`src/rtl/fft_pkg.sv`:
```
// Shared definitions for the FFT frame controller slice.
//   fft_state_e : controller FSM states (FILL, COMPUTE, DRAIN)
//   idx_width() : index width for a frame of SIZE points (log2(SIZE), min 1)
package fft_pkg;

  typedef enum logic [1:0] {
    ST_FILL    = 2'd0,
    ST_COMPUTE = 2'd1,
    ST_DRAIN   = 2'd2
  } fft_state_e;

  function automatic int unsigned idx_width(input int unsigned size);
    return (size <= 2) ? 1 : $clog2(size);
  endfunction

endpackage

```
`src/rtl/fft_frame_buf.sv`:
```
// Sample buffer plus the shared frame index.
// The index addresses buffer writes while filling and selects result bins
// while draining, so the controller steps it in both phases.
// Ports:
//   clk, rst_n  : clock, async active-low reset (clears index and buffer)
//   clr_i       : return index to 0 (takes priority over inc_i)
//   inc_i       : advance index by one
//   wr_en_i     : write wr_data_i into entry [idx_o]
//   wr_data_i   : sample to store
//   idx_o       : current index
//   mem_o       : whole buffer, entry i at mem_o[i]
module fft_frame_buf
  import fft_pkg::*;
#(
  parameter int unsigned SIZE    = 8,
  parameter int unsigned IN_BITS = 32,
  parameter int unsigned IDX_W   = idx_width(SIZE)
) (
  input  logic                             clk,
  input  logic                             rst_n,
  input  logic                             clr_i,
  input  logic                             inc_i,
  input  logic                             wr_en_i,
  input  logic [IN_BITS-1:0]               wr_data_i,
  output logic [IDX_W-1:0]                 idx_o,
  output logic [SIZE-1:0][IN_BITS-1:0]     mem_o
);

  logic [IDX_W-1:0]             idx_q;
  logic [SIZE-1:0][IN_BITS-1:0] mem_q;

  always_ff @(posedge clk or negedge rst_n) begin
    if (!rst_n)      idx_q <= '0;
    else if (clr_i)  idx_q <= '0;
    else if (inc_i)  idx_q <= idx_q + 1'b1;
  end

  always_ff @(posedge clk or negedge rst_n) begin
    if (!rst_n)        mem_q        <= '0;
    else if (wr_en_i)  mem_q[idx_q] <= wr_data_i;
  end

  assign idx_o = idx_q;
  assign mem_o = mem_q;

endmodule

```
`src/rtl/fft_frame_ctrl.sv`:
```
// Frame controller around an external FFT core: collects SIZE samples,
// presents them to the core, waits CORE_LAT settle cycles, captures the
// results and streams them out one bin per handshake.
// Ports:
//   clk, rst_n            : clock, async active-low reset
//   flush                 : synchronous abort back to FILL (buffers retained)
//   in_valid/in_ready/in_data : sample stream (accepted only in FILL)
//   core_in               : frame to the core, entry i = sample i
//   core_re/core_im       : core results, entry i = bin i
//   out_valid/out_ready   : result handshake
//   out_re/out_im/out_idx : current bin value and index
//   out_last              : final bin of the frame
//   busy                  : high in COMPUTE or DRAIN
//   frame_cnt             : completed-frame count, only with
//                           FFT_FRAME_CTRL_FRAME_CNT_EN defined
module fft_frame_ctrl
  import fft_pkg::*;
#(
  parameter int unsigned SIZE     = 8,
  parameter int unsigned IN_BITS  = 32,
  parameter int unsigned OUT_BITS = 32,
  parameter int unsigned CORE_LAT = 0
) (
  input  logic                              clk,
  input  logic                              rst_n,
  input  logic                              flush,
  input  logic                              in_valid,
  output logic                              in_ready,
  input  logic [IN_BITS-1:0]                in_data,
  output logic [SIZE-1:0][IN_BITS-1:0]      core_in,
  input  logic [SIZE-1:0][OUT_BITS-1:0]     core_re,
  input  logic [SIZE-1:0][OUT_BITS-1:0]     core_im,
  output logic                              out_valid,
  input  logic                              out_ready,
  output logic [idx_width(SIZE)-1:0]        out_idx,
  output logic [OUT_BITS-1:0]               out_re,
  output logic [OUT_BITS-1:0]               out_im,
  output logic                              out_last,
  output logic                              busy
`ifdef FFT_FRAME_CTRL_FRAME_CNT_EN
  ,
  output logic [15:0]                       frame_cnt
`endif
);

  localparam int unsigned      IDX_W    = idx_width(SIZE);
  localparam logic [IDX_W-1:0] LAST_IDX = IDX_W'(SIZE - 1);
  localparam logic [3:0]       LAT      = 4'(CORE_LAT);

  fft_state_e                    state_q, state_d;
  logic [3:0]                    cnt_q, cnt_d;
  logic [SIZE-1:0][OUT_BITS-1:0] res_re_q, res_im_q;
  logic                          capture;
  logic                          idx_clr, idx_inc, wr_en;
  logic [IDX_W-1:0]              idx;

  fft_frame_buf #(
    .SIZE    (SIZE),
    .IN_BITS (IN_BITS),
    .IDX_W   (IDX_W)
  ) u_buf (
    .clk       (clk),
    .rst_n     (rst_n),
    .clr_i     (idx_clr),
    .inc_i     (idx_inc),
    .wr_en_i   (wr_en),
    .wr_data_i (in_data),
    .idx_o     (idx),
    .mem_o     (core_in)
  );

  always_ff @(posedge clk or negedge rst_n) begin
    if (!rst_n) begin
      state_q <= ST_FILL;
      cnt_q   <= '0;
    end else begin
      state_q <= state_d;
      cnt_q   <= cnt_d;
    end
  end

  always_ff @(posedge clk or negedge rst_n) begin
    if (!rst_n) begin
      res_re_q <= '0;
      res_im_q <= '0;
    end else if (capture) begin
      res_re_q <= core_re;
      res_im_q <= core_im;
    end
  end

  always_comb begin
    state_d = state_q;
    cnt_d   = cnt_q;
    idx_clr = 1'b0;
    idx_inc = 1'b0;
    wr_en   = 1'b0;
    capture = 1'b0;
    case (state_q)
      ST_FILL: begin
        if (in_valid) begin
          wr_en = 1'b1;
          if (idx == LAST_IDX) begin
            state_d = ST_COMPUTE;
            idx_clr = 1'b1;
            cnt_d   = '0;
          end else begin
            idx_inc = 1'b1;
          end
        end
      end
      ST_COMPUTE: begin
        if (cnt_q == LAT) begin
          capture = 1'b1;
          state_d = ST_DRAIN;
        end else begin
          cnt_d = cnt_q + 1'b1;
        end
      end
      ST_DRAIN: begin
        if (out_ready) begin
          if (idx == LAST_IDX) begin
            state_d = ST_FILL;
            idx_clr = 1'b1;
          end else begin
            idx_inc = 1'b1;
          end
        end
      end
      default: state_d = ST_FILL;
    endcase
    // Flush overrides whatever the state logic decided, including a
    // same-cycle sample write or result capture.
    if (flush) begin
      state_d = ST_FILL;
      cnt_d   = '0;
      idx_clr = 1'b1;
      idx_inc = 1'b0;
      wr_en   = 1'b0;
      capture = 1'b0;
    end
  end

  assign in_ready  = (state_q == ST_FILL);
  assign busy      = (state_q != ST_FILL);
  assign out_valid = (state_q == ST_DRAIN);
  assign out_idx   = out_valid ? idx : '0;
  assign out_re    = out_valid ? res_re_q[idx] : '0;
  assign out_im    = out_valid ? res_im_q[idx] : '0;
  assign out_last  = out_valid && (idx == LAST_IDX);

`ifdef FFT_FRAME_CTRL_FRAME_CNT_EN
  logic [15:0] frame_cnt_q;

  always_ff @(posedge clk or negedge rst_n) begin
    if (!rst_n)
      frame_cnt_q <= '0;
    else if (out_valid && out_ready && out_last && !flush)
      frame_cnt_q <= frame_cnt_q + 16'd1;
  end

  assign frame_cnt = frame_cnt_q;
`endif

endmodule

```
`config.mk`:
```
export PLATFORM = sky130hd
export DESIGN_NAME = fft_frame_ctrl
export DESIGN_NICKNAME = d
export VERILOG_FILES = /design/src/rtl/fft_pkg.sv /design/src/rtl/fft_frame_buf.sv /design/src/rtl/fft_frame_ctrl.sv
export SDC_FILE = /design/constraint.sdc
export NUM_CORES = 1
export LEC_CHECK = 0
export CAP_MARGIN = 30
export CORE_AREA = 2 2 338 340
export CTS_CLUSTER_SIZE = 25
export DETAILED_ROUTE_END_ITERATION = 12
export DIE_AREA = 0 0 340 342
export MAX_ROUTING_LAYER = met4
export PLACE_DENSITY = 0.65
export SLEW_MARGIN = 30
export SYNTH_ARGS = -nofsm -noshare
export SYNTH_HDL_FRONTEND = slang
export SYNTH_SLANG_ARGS = --single-unit
```
`constraint.sdc`:
```
create_clock -name clk -period 3 [get_ports clk]
set_input_delay 0.75 -clock clk [delete_from_list [all_inputs] [get_ports clk]]
set_output_delay 0.75 -clock clk [all_outputs]
set_load 0.005 [all_outputs]
```
[Word-level counts from Yosys, hierarchy flattened]
Index checks and enable logic that the tools add are counted.
Word-level totals
  bits in registers: 777
  input bits: 549
  output and inout port bits: 327
Cells by class
  add/sub/neg operators: 2
  magnitude comparators: 2
  eq/ne operators: 9
  muxes and demuxes: 40
  reductions and logical operators: 9
Operators by type and width (number)
  $bwmux W256: 1
  $bmux W32 S3: 2
  $mux W32: 5
  $demux W32 S3: 1
  $mux W4: 4
  $mux W1: 14
  $mux W2: 6
  $mux W3: 3
  $ne A3 B2 Y1 const B: 3
  $ne A3 B3 Y1 const B: 3
  $pmux W4 S2: 1
  $pmux W2 S3: 1
  $reduce_and A5 Y1: 1
  $add A4 B1 Y4 const B: 1
  $logic_not A4 Y1: 1
  $lt A3 B4 Y1 const B: 1
  $pmux W1 S2: 2
  $reduce_and A4 Y1: 1
  $reduce_bool A2 Y1: 2
  $add A3 B1 Y3 const B: 1
  $eq A3 B3 Y1 const B: 1
  $ge A3 B1 Y1 const B: 1
  $reduce_bool A3 Y1: 1
  $eq A2 B1 Y1 const B: 1
  3 further kinds: 4

[Longest topological paths before layout]
Gate-level depths: netlist (run 1).
  depth in word-level cells: 7
  depth in mapped cells: 9
  mapped depth without buffers: 6

[Cells and area by module]
A second synthesis (run 1) with hierarchy kept.
Unflattened totals
  cells, all modules: 1934
  area total of the unflattened synthesis: 34825.9 um^2
Modules (own cells, without submodules)
  fft_frame_ctrl: times used 1, cells an instance 1372, area each 25072.8 um^2, seq. area each 12962.4 um^2
  fft_frame_buf: times used 1, cells an instance 562, area each 9753.1 um^2, seq. area each 6481.2 um^2

[Worst setup path after synthesis (run 1)]
No wires, ideal clock.
  path kind: register to output
  from: register u_buf.idx_q[0] (netlist: u_buf.idx_o[0])
  to: output out_im[13]
  arrival time: 1680 ps
  required time: 2250 ps
  slack: 570 ps
  stages on the path, launching flop included: 7
  path buffers: 3
  cell sequence: dfrtp_1 clkbuf_2 buf_4 buf_2 mux4_2 mux2i_1 nor2_1
Between the ends
  word-level cells in the longest chain between the ends: 3
RTL lines
  start: declaration: RTL line fft_frame_buf.sv:29  | logic [IDX_W-1:0] idx_q;
  start signal: assignment: RTL line fft_frame_buf.sv:35  | else if (inc_i) idx_q <= idx_q + 1'b1;
  $bmux W32 S3: RTL line fft_frame_ctrl.sv:149  | assign out_im = out_valid ? res_im_q[idx] : '0;
  $mux W32 (implied by the code): RTL line fft_frame_ctrl.sv:149
  $mux W32: RTL line fft_frame_ctrl.sv:149
  end: declaration: RTL line fft_frame_ctrl.sv:37  | output logic [OUT_BITS-1:0] out_im,
Every way passes these cells. The select of a mux whose other input is x is not followed.

[Worst setup path after layout (run 1)]
  from: register u_buf.idx_q[2] (netlist: u_buf.idx_o[2])
  to: output out_im[8]
The elaborated chain is that of the path after synthesis.

==> flow_summary.ini, run 1 <==
[outcome]
status = complete, but fails checks
violations = negative setup slack

[power]
power-per-cell-area_nw_per_um2 = 497.2
netSwitchingFraction = 0.2340
p_leak_nw = 23.66
seqPwrFrac = 0.430
p_switching_w = 0.006114
vdd_ir_drop_max_uv = 388.2
p_int_w = 0.02001
p_comb_frac = 0.140
p_clk_frac = 0.430

[die]
row_count = 124
die-area_um2 = 116300
start_util = 0.3124
fp.dieW_um = 340
design.core.area_um2 = 113100
io_pins = 876
die_h_um = 342

[logic_synthesis]
synth_edf_count = 0
ys_ff_latch = 777
ys_types = 55
syn_nets = 2777
synth_warnings = 0
synth_flop_cell = dfrtp_1
postSynthCellCount = 2223
synth-seq-area-share = 0.5503
netlist_area_um2 = 35330
synth_area_per_cell_um2 = 15.89
async_reset_ff_frac = 1.000

[route]
routed_via_density = 4.787
drc = 0
first_pass_iters = 5
totalWireLength_mm = 128.9
vias = 23720
wire_per_inst_um = 26.02
ant_nets = 0
drt_iter0_drc = 1226

[global_route]
grt_max_degree = 71
antenna_found_initial = 58
globalRoute.totalOverflow = 0
grt_pass1_vias = 25020
grt_pass1_wl_mm = 180.3
grt_use_total = 0.2197

[timing]
tightest_slew_ns = 0.5540
finalHoldViolations = 0
finalCritPeriodShare = 1.143
report.final.slew_viol_count = 0
min_period_ns = 3.429
layout_setup_ws_ns = -0.4287
rsz0062_at_grt = yes
slew_headroom = 0.6306
fmax_mhz = 291.7
setup_viol = 64
fin_skew_ns = 0.02469

[place]
port-buffer-count = 875
dpl.hpwl_mm = 93.33
place_inst = 4633
gp_congestion = 0.8398
placed_cell_area_um2 = 47030

[clocking]
htreeDepth = 3
clk_latency_ns = 0.67
clock-root-buffer = clkbuf_16
postCtsHoldBufs = 0
clk_pin_slew_ns = 0.06
clkSinkCount = 777
cts_tree = built
cts_buffer_depth = 3
numCtsBuffers = 88

[cells_and_area]
final_cell_mix = clkdlybuf4s50_1, dfrtp_1, mux2_4, mux2_2, buf_4
stdcell_area_um2 = 52550
nets = 3884
drive_above_1_share = 0.4308
fillers = 9933
areaGrowthSynthToFinish_pct = 48.73
final_common_cell = clkdlybuf4s50_1
fin_cells = 4955

[setup_path]
start_kind = flop
crit_arrival_ns = 2.68
required_ns = 2.25
path_class = reg2out
cp_max_fo = 13
cp-end-kind = output pin

[min_path]
worstHoldPathType = in2async

[job]
cap_violations = 0
## cell usage after synthesis (3+ instances only)
master     number  area share
mux2_2        320        0.10
and2_1          7      0.0012
o22ai_1        16      0.0028
a31oi_1         9      0.0016
nand2b_1        7      0.0012
mux2i_1        57       0.016
dfrtp_1       777        0.55
a22oi_1        25      0.0053
buf_6          74       0.024
o31ai_1         3     0.00064
nand2_4         4      0.0013
mux4_2         42       0.027
a22o_1         10      0.0025
o21a_1         20      0.0042
buf_4          16      0.0034
a21o_1          9      0.0019
nor2_4          3     0.00096
nor2b_1         4     0.00071
o2111ai_1       3     0.00074
o21ai_0        17      0.0024
o211ai_1        3     0.00064
buf_2          39      0.0055
inv_1           7     0.00074
nand3b_1        3     0.00064
and3_1          8      0.0014
mux2_1         41       0.013
clkbuf_1       20      0.0021
a21oi_1        50      0.0071
mux2_4        440        0.19
nor2_1         47      0.0050
a221o_1         8      0.0023
a221oi_1       45       0.011
nand2_1        57      0.0061
ha_1            5      0.0018
## worst paths after layout
kind	slack, ns	end	cells past startpoint	startpoint
setup / recovery	-0.43	out_im[8]	8	u_buf.idx_o[2]$_DFFE_PN0P_
hold / removal	0.03	res_re_q[28]$_DFFE_PN0P_	1	rst_n
setup reg to reg	0.37	u_buf.mem_o[12]$_DFFE_PN0P_	10	u_buf.idx_o[2]$_DFFE_PN0P_
hold reg to reg	0.49	u_buf.mem_o[29]$_DFFE_PN0P_	1	u_buf.mem_o[29]$_DFFE_PN0P_
max in group asynchronous	2.00	res_re_q[105]$_DFFE_PN0P_	2	rst_n
min in group clk	0.49	u_buf.mem_o[29]$_DFFE_PN0P_	1	u_buf.mem_o[29]$_DFFE_PN0P_
## critical path: stages (launching register included)
cell and delay (ns):
dfrtp_4 0.48, buf_12 0.16, buf_4 0.14, buf_4 0.15, mux2_2 0.30, a221oi_4 0.32
a31oi_2 0.07, o21a_1 0.23, buf_6 0.15
## timing repair
| item | 4_1_cts | 5_1_grt |
|---|---|---|
| pin swaps | 23 | 97 |
| gates cloned | 5 | 9 |
| endpoints found under the setup margin | 70 | 67 |
| resized for setup | 263 | 256 |
| buffers inserted | 43 | 77 |
## power by group through the flow
stage,clock [W],sequential (W),combinational (W)
6_report,0.0112,0.0112,0.00365
5_1_grt,0.0119,0.0113,0.00385
4_1_cts,0.0115,0.0112,0.00351
3_5_place_dp,0,0.0114,0.00331
3_3_place_gp,0,0.0114,0.00328
2_1_floorplan,0,0.0114,0.000723
## sequential cells by signal, indices dropped and copies added, names as in the netlist
signal and cells:
cnt_q 4, res_im_q 256, res_re_q 256, state_q 2, u_buf.idx_o 3, u_buf.mem_o 256
## cell type report
| type | count | area, um^2 | share of cell area |
|---|---|---|---|
| antenna | 47 | 117.6 | 0.002238 |
| clock buffer | 121 | 2527 | 0.04810 |
| clock inverter | 35 | 480.5 | 0.009143 |
| inverter | 9 | 46.29 | 0.0008810 |
| multi-input combinational | 1284 | 15480 | 0.2946 |
| sequential | 777 | 19450 | 0.3702 |
| tap | 1512 | 1892 | 0.03600 |
| timing repair buffer | 1170 | 12550 | 0.2388 |
## routing by layer
layer	track usage	up-vias	wire [um]
met5	-	-	0
met4	0.07531	0	3326
met3	0.05470	151	8893
met2	0.3438	891	61760
met1	0.2775	12220	54950
li1	-	10460	-
## stage by stage
stage          worst slack (ns)  utilization  TNS (ns)  power, W  hold slack (ns)
2_1_floorplan            0.5702            -         0   0.01216           0.4504
3_3_place_gp            -0.3150       0.4157   -0.5036   0.01469           0.4652
3_5_place_dp            -0.2065       0.4158   -0.2741   0.01474           0.4740
4_1_cts                 -0.6307       0.4519    -24.02   0.02625          0.01273
5_1_grt                 -0.4950       0.4646    -21.07   0.02709          0.02042
6_report                -0.4287       0.4646    -15.92   0.02613          0.02877
## logic make-up (layout without fill, tap and decap cells)
| group | after synthesis | after routing | synth area share |
|---|---|---|---|
| adder cells (fa/ha/maj) | 5 | 5 | 0.001771 |
| XOR/XNOR | 1 | 1 | 0.0002479 |
| buffers and inverters | 162 | 1335 | 0.03609 |
| flip-flops | 777 | 777 | 0.5503 |
| other | 0 | 47 | 0 |
| multiplexers | 900 | 900 | 0.3449 |
| AO/OA/AOI/OAI | 225 | 225 | 0.04511 |
| AND/OR/NAND/NOR | 153 | 153 | 0.02153 |
Note: power is estimated with default switching activity, not from simulation.
==> run 2, diff against run 1 <==
--- a/config.mk
+++ b/config.mk
@@ -6,12 +6,12 @@
 export NUM_CORES = 1
 export LEC_CHECK = 0
 export CAP_MARGIN = 30
-export CORE_AREA = 2 2 338 340
+export CORE_AREA = 2 2 344 346
 export CTS_CLUSTER_SIZE = 25
 export DETAILED_ROUTE_END_ITERATION = 12
-export DIE_AREA = 0 0 340 342
+export DIE_AREA = 0 0 346 348
 export MAX_ROUTING_LAYER = met4
-export PLACE_DENSITY = 0.65
+export PLACE_DENSITY = 0.64
 export SLEW_MARGIN = 30
 export SYNTH_ARGS = -nofsm -noshare
 export SYNTH_HDL_FRONTEND = slang
==> run 2 against run 1 <==
Against the previous run:
- critical path depth fell by 2
- combinational power grew 3%
- wire length increased by 1.1%
- total power down 1.7%
- the flow still finishes with violations (negative setup slack)
- highest routed layer unchanged
- die area increased by 3.6%
- utilization decreased by 1.4 points
==> flow_summary.ini, run 2 (synthesized netlist as in run 1, its figures left out) <==
[cells_and_area]
nets = 3908
register_area_um2 = 19450
fin_cells = 4990
areaGrowthSynthToFinish_pct = 49.17
final_common_cell = clkdlybuf4s50_1
post-route-util = 0.4506
final_cell_mix = clkdlybuf4s50_1, dfrtp_1, mux2_4, mux2_2, buf_4
fillers = 10430
drive_above_1_share = 0.4377
multi_input_area_um2 = 15580

[power]
p_leak_nw = 23.73
vdd_ir_drop_max_uv = 386.2
p_clk_frac = 0.416
p_comb_frac = 0.146
total_power_w = 0.02569
power-per-cell-area_nw_per_um2 = 487.5
seqPwrFrac = 0.438
p_int_w = 0.01949
p_switching_w = 0.006200
netSwitchingFraction = 0.2413

[setup_path]
r2r-end = u_buf.mem_o[77]$_DFFE_PN0P_
required_ns = 2.25
reg2reg_from = u_buf.idx_o[0]$_DFFE_PN0P_
crit_start = u_buf.idx_o[0]$_DFFE_PN0P_
reg2reg_depth = 8
path_class = reg2out
crit_chain = buf_8, bufbuf_16, mux4_2, nand2_1, a21oi_1, dlygate4sd2_1
crit_end = out_re[29]
r2r_slack_ns = 0.62
cp_slowest_cell = dfrtp_4
cp_max_fo = 8
cp-end-kind = output pin
start_kind = flop
crit_arrival_ns = 2.60
slowest_delay_ns = 0.51

[clocking]
cts_buffer_depth = 3
clk_pin_slew_ns = 0.06
cts_tree = built
htreeDepth = 3
clkSinkCount = 777
numCtsBuffers = 87
clock-root-buffer = clkbuf_16
clk_latency_ns = 0.67

[timing]
min_period_ns = 3.349
finalCritPeriodShare = 1.116
setup_viol = 65
report.final.slew_viol_count = 0
slew_headroom = 0.6182
fin_skew_ns = 0.04159
layout_setup_ws_ns = -0.3485
fin_setup_tns_ns = -13.51
tightest_slew_ns = 0.5728
whs_ns = 0.4815
finalHoldViolations = 0
fmax_mhz = 298.6
rsz0062_at_grt = yes

[global_route]
grt_pass1_wl_mm = 185.4
grt_max_degree = 74
grt_pass1_vias = 25410
globalRoute.totalOverflow = 0
grt_use_total = 0.2179
antenna_found_initial = 39

[route]
routed_via_density = 4.796
drt_iter0_drc = 1379
totalWireLength_mm = 130.4
vias = 23930
first_pass_iters = 5
ant_nets = 0
drc = 0
wire_per_inst_um = 26.13

[place]
gp_congestion = 0.8523
port-buffer-count = 875
place_inst = 4662
dpl.hpwl_mm = 95.00

[die]
fp.dieW_um = 346
design.core.area_um2 = 117000
io_pins = 876
start_util = 0.3020
die-area_um2 = 120400
row_count = 126
die_h_um = 348

[outcome]
status = complete, but fails checks
violations = negative setup slack

[min_path]
worstHoldPathType = reg2reg

[job]
cap_violations = 0
-- run 2: cell types whose count changed in the layout (fill, tap and decap cells not counted), sizes merged, moves of 2 or more --
cell	previous run	this run
buf	324	372
bufinv	10	2
dlymetal6s2s	2	0
diode	47	34
bufbuf	1	3
clkinv	18	14
inv	11	14
clkbuf	150	134
-- run 2: cell type report --
type | instances | area share
clock buffer | 128 | 0.04900
multi-input combinational | 1284 | 0.2956
timing repair buffer | 1195 | 0.2422
tap | 1536 | 0.03646
antenna | 34 | 0.001614
inverter | 9 | 0.0008309
clock inverter | 27 | 0.005128
sequential | 777 | 0.3691
-- run 2: per-layer routing --
layer | track usage | wire (um)
met3 | 0.05649 | 8935
met5 | - | 0
met4 | 0.06711 | 3408
met1 | 0.2718 | 55660
met2 | 0.3471 | 62380
-- run 2: repair_timing --
item                       CTS  global route
cloned                      13             1
pin swaps                  111            63
resized for setup          501            71
setup endpoints to repair   68            66
setup buffers              116            25
hold buffers                 1             0
hold endpoints to repair     2             0
-- run 2: metrics by stage --
stage | setup WS, ns | instance area, um^2
detailed placement | -0.2031 | 47030
floorplan | 0.5702 | 35330
CTS | -0.4069 | 52320
finish | -0.3485 | 52700
global route | -0.4481 | 52700
global placement | -0.1845 | 47030
-- run 2: how the worst min path moves through the flow --
| stage | slack (ns) | endpoint | cells after the start | startpoint |
|---|---|---|---|---|
| final | 0.48 | u_buf.mem_o[28]$_DFFE_PN0P_ | 1 | u_buf.mem_o[28]$_DFFE_PN0P_ |
| after global routing | 0.50 | res_re_q[93]$_DFFE_PN0P_ | 1 | res_re_q[93]$_DFFE_PN0P_ |
| after detailed placement | 0.47 | res_re_q[32]$_DFFE_PN0P_ | 1 | res_re_q[32]$_DFFE_PN0P_ |
| after floorplan | 0.45 | cnt_q[0]$_DFFE_PN0P_ | 0 | rst_n |
| after CTS | 0.49 | res_re_q[93]$_DFFE_PN0P_ | 1 | res_re_q[93]$_DFFE_PN0P_ |
| after global placement | 0.46 | res_re_q[92]$_DFFE_PN0P_ | 1 | res_re_q[92]$_DFFE_PN0P_ |
-- run 2: power groups by stage --
stage / logic, W / clock network (W) / registers, W
3_5_place_dp: 0.00333 / 0 / 0.0114
2_1_floorplan: 0.000723 / 0 / 0.0114
4_1_cts: 0.00377 / 0.0110 / 0.0112
3_3_place_gp: 0.00330 / 0 / 0.0114
6_report: 0.00376 / 0.0107 / 0.0112
5_1_grt: 0.00397 / 0.0114 / 0.0113
-- run 2: critical path: cells and delay by family (launching register included) --
family | cells | cell delay, ns
AOI/OAI and AO/OA | 1 | 0.06
muxes | 1 | 0.51
buffers and inverters | 3 | 0.78
and+or+nand+nor | 1 | 0.08
DFF | 1 | 0.51
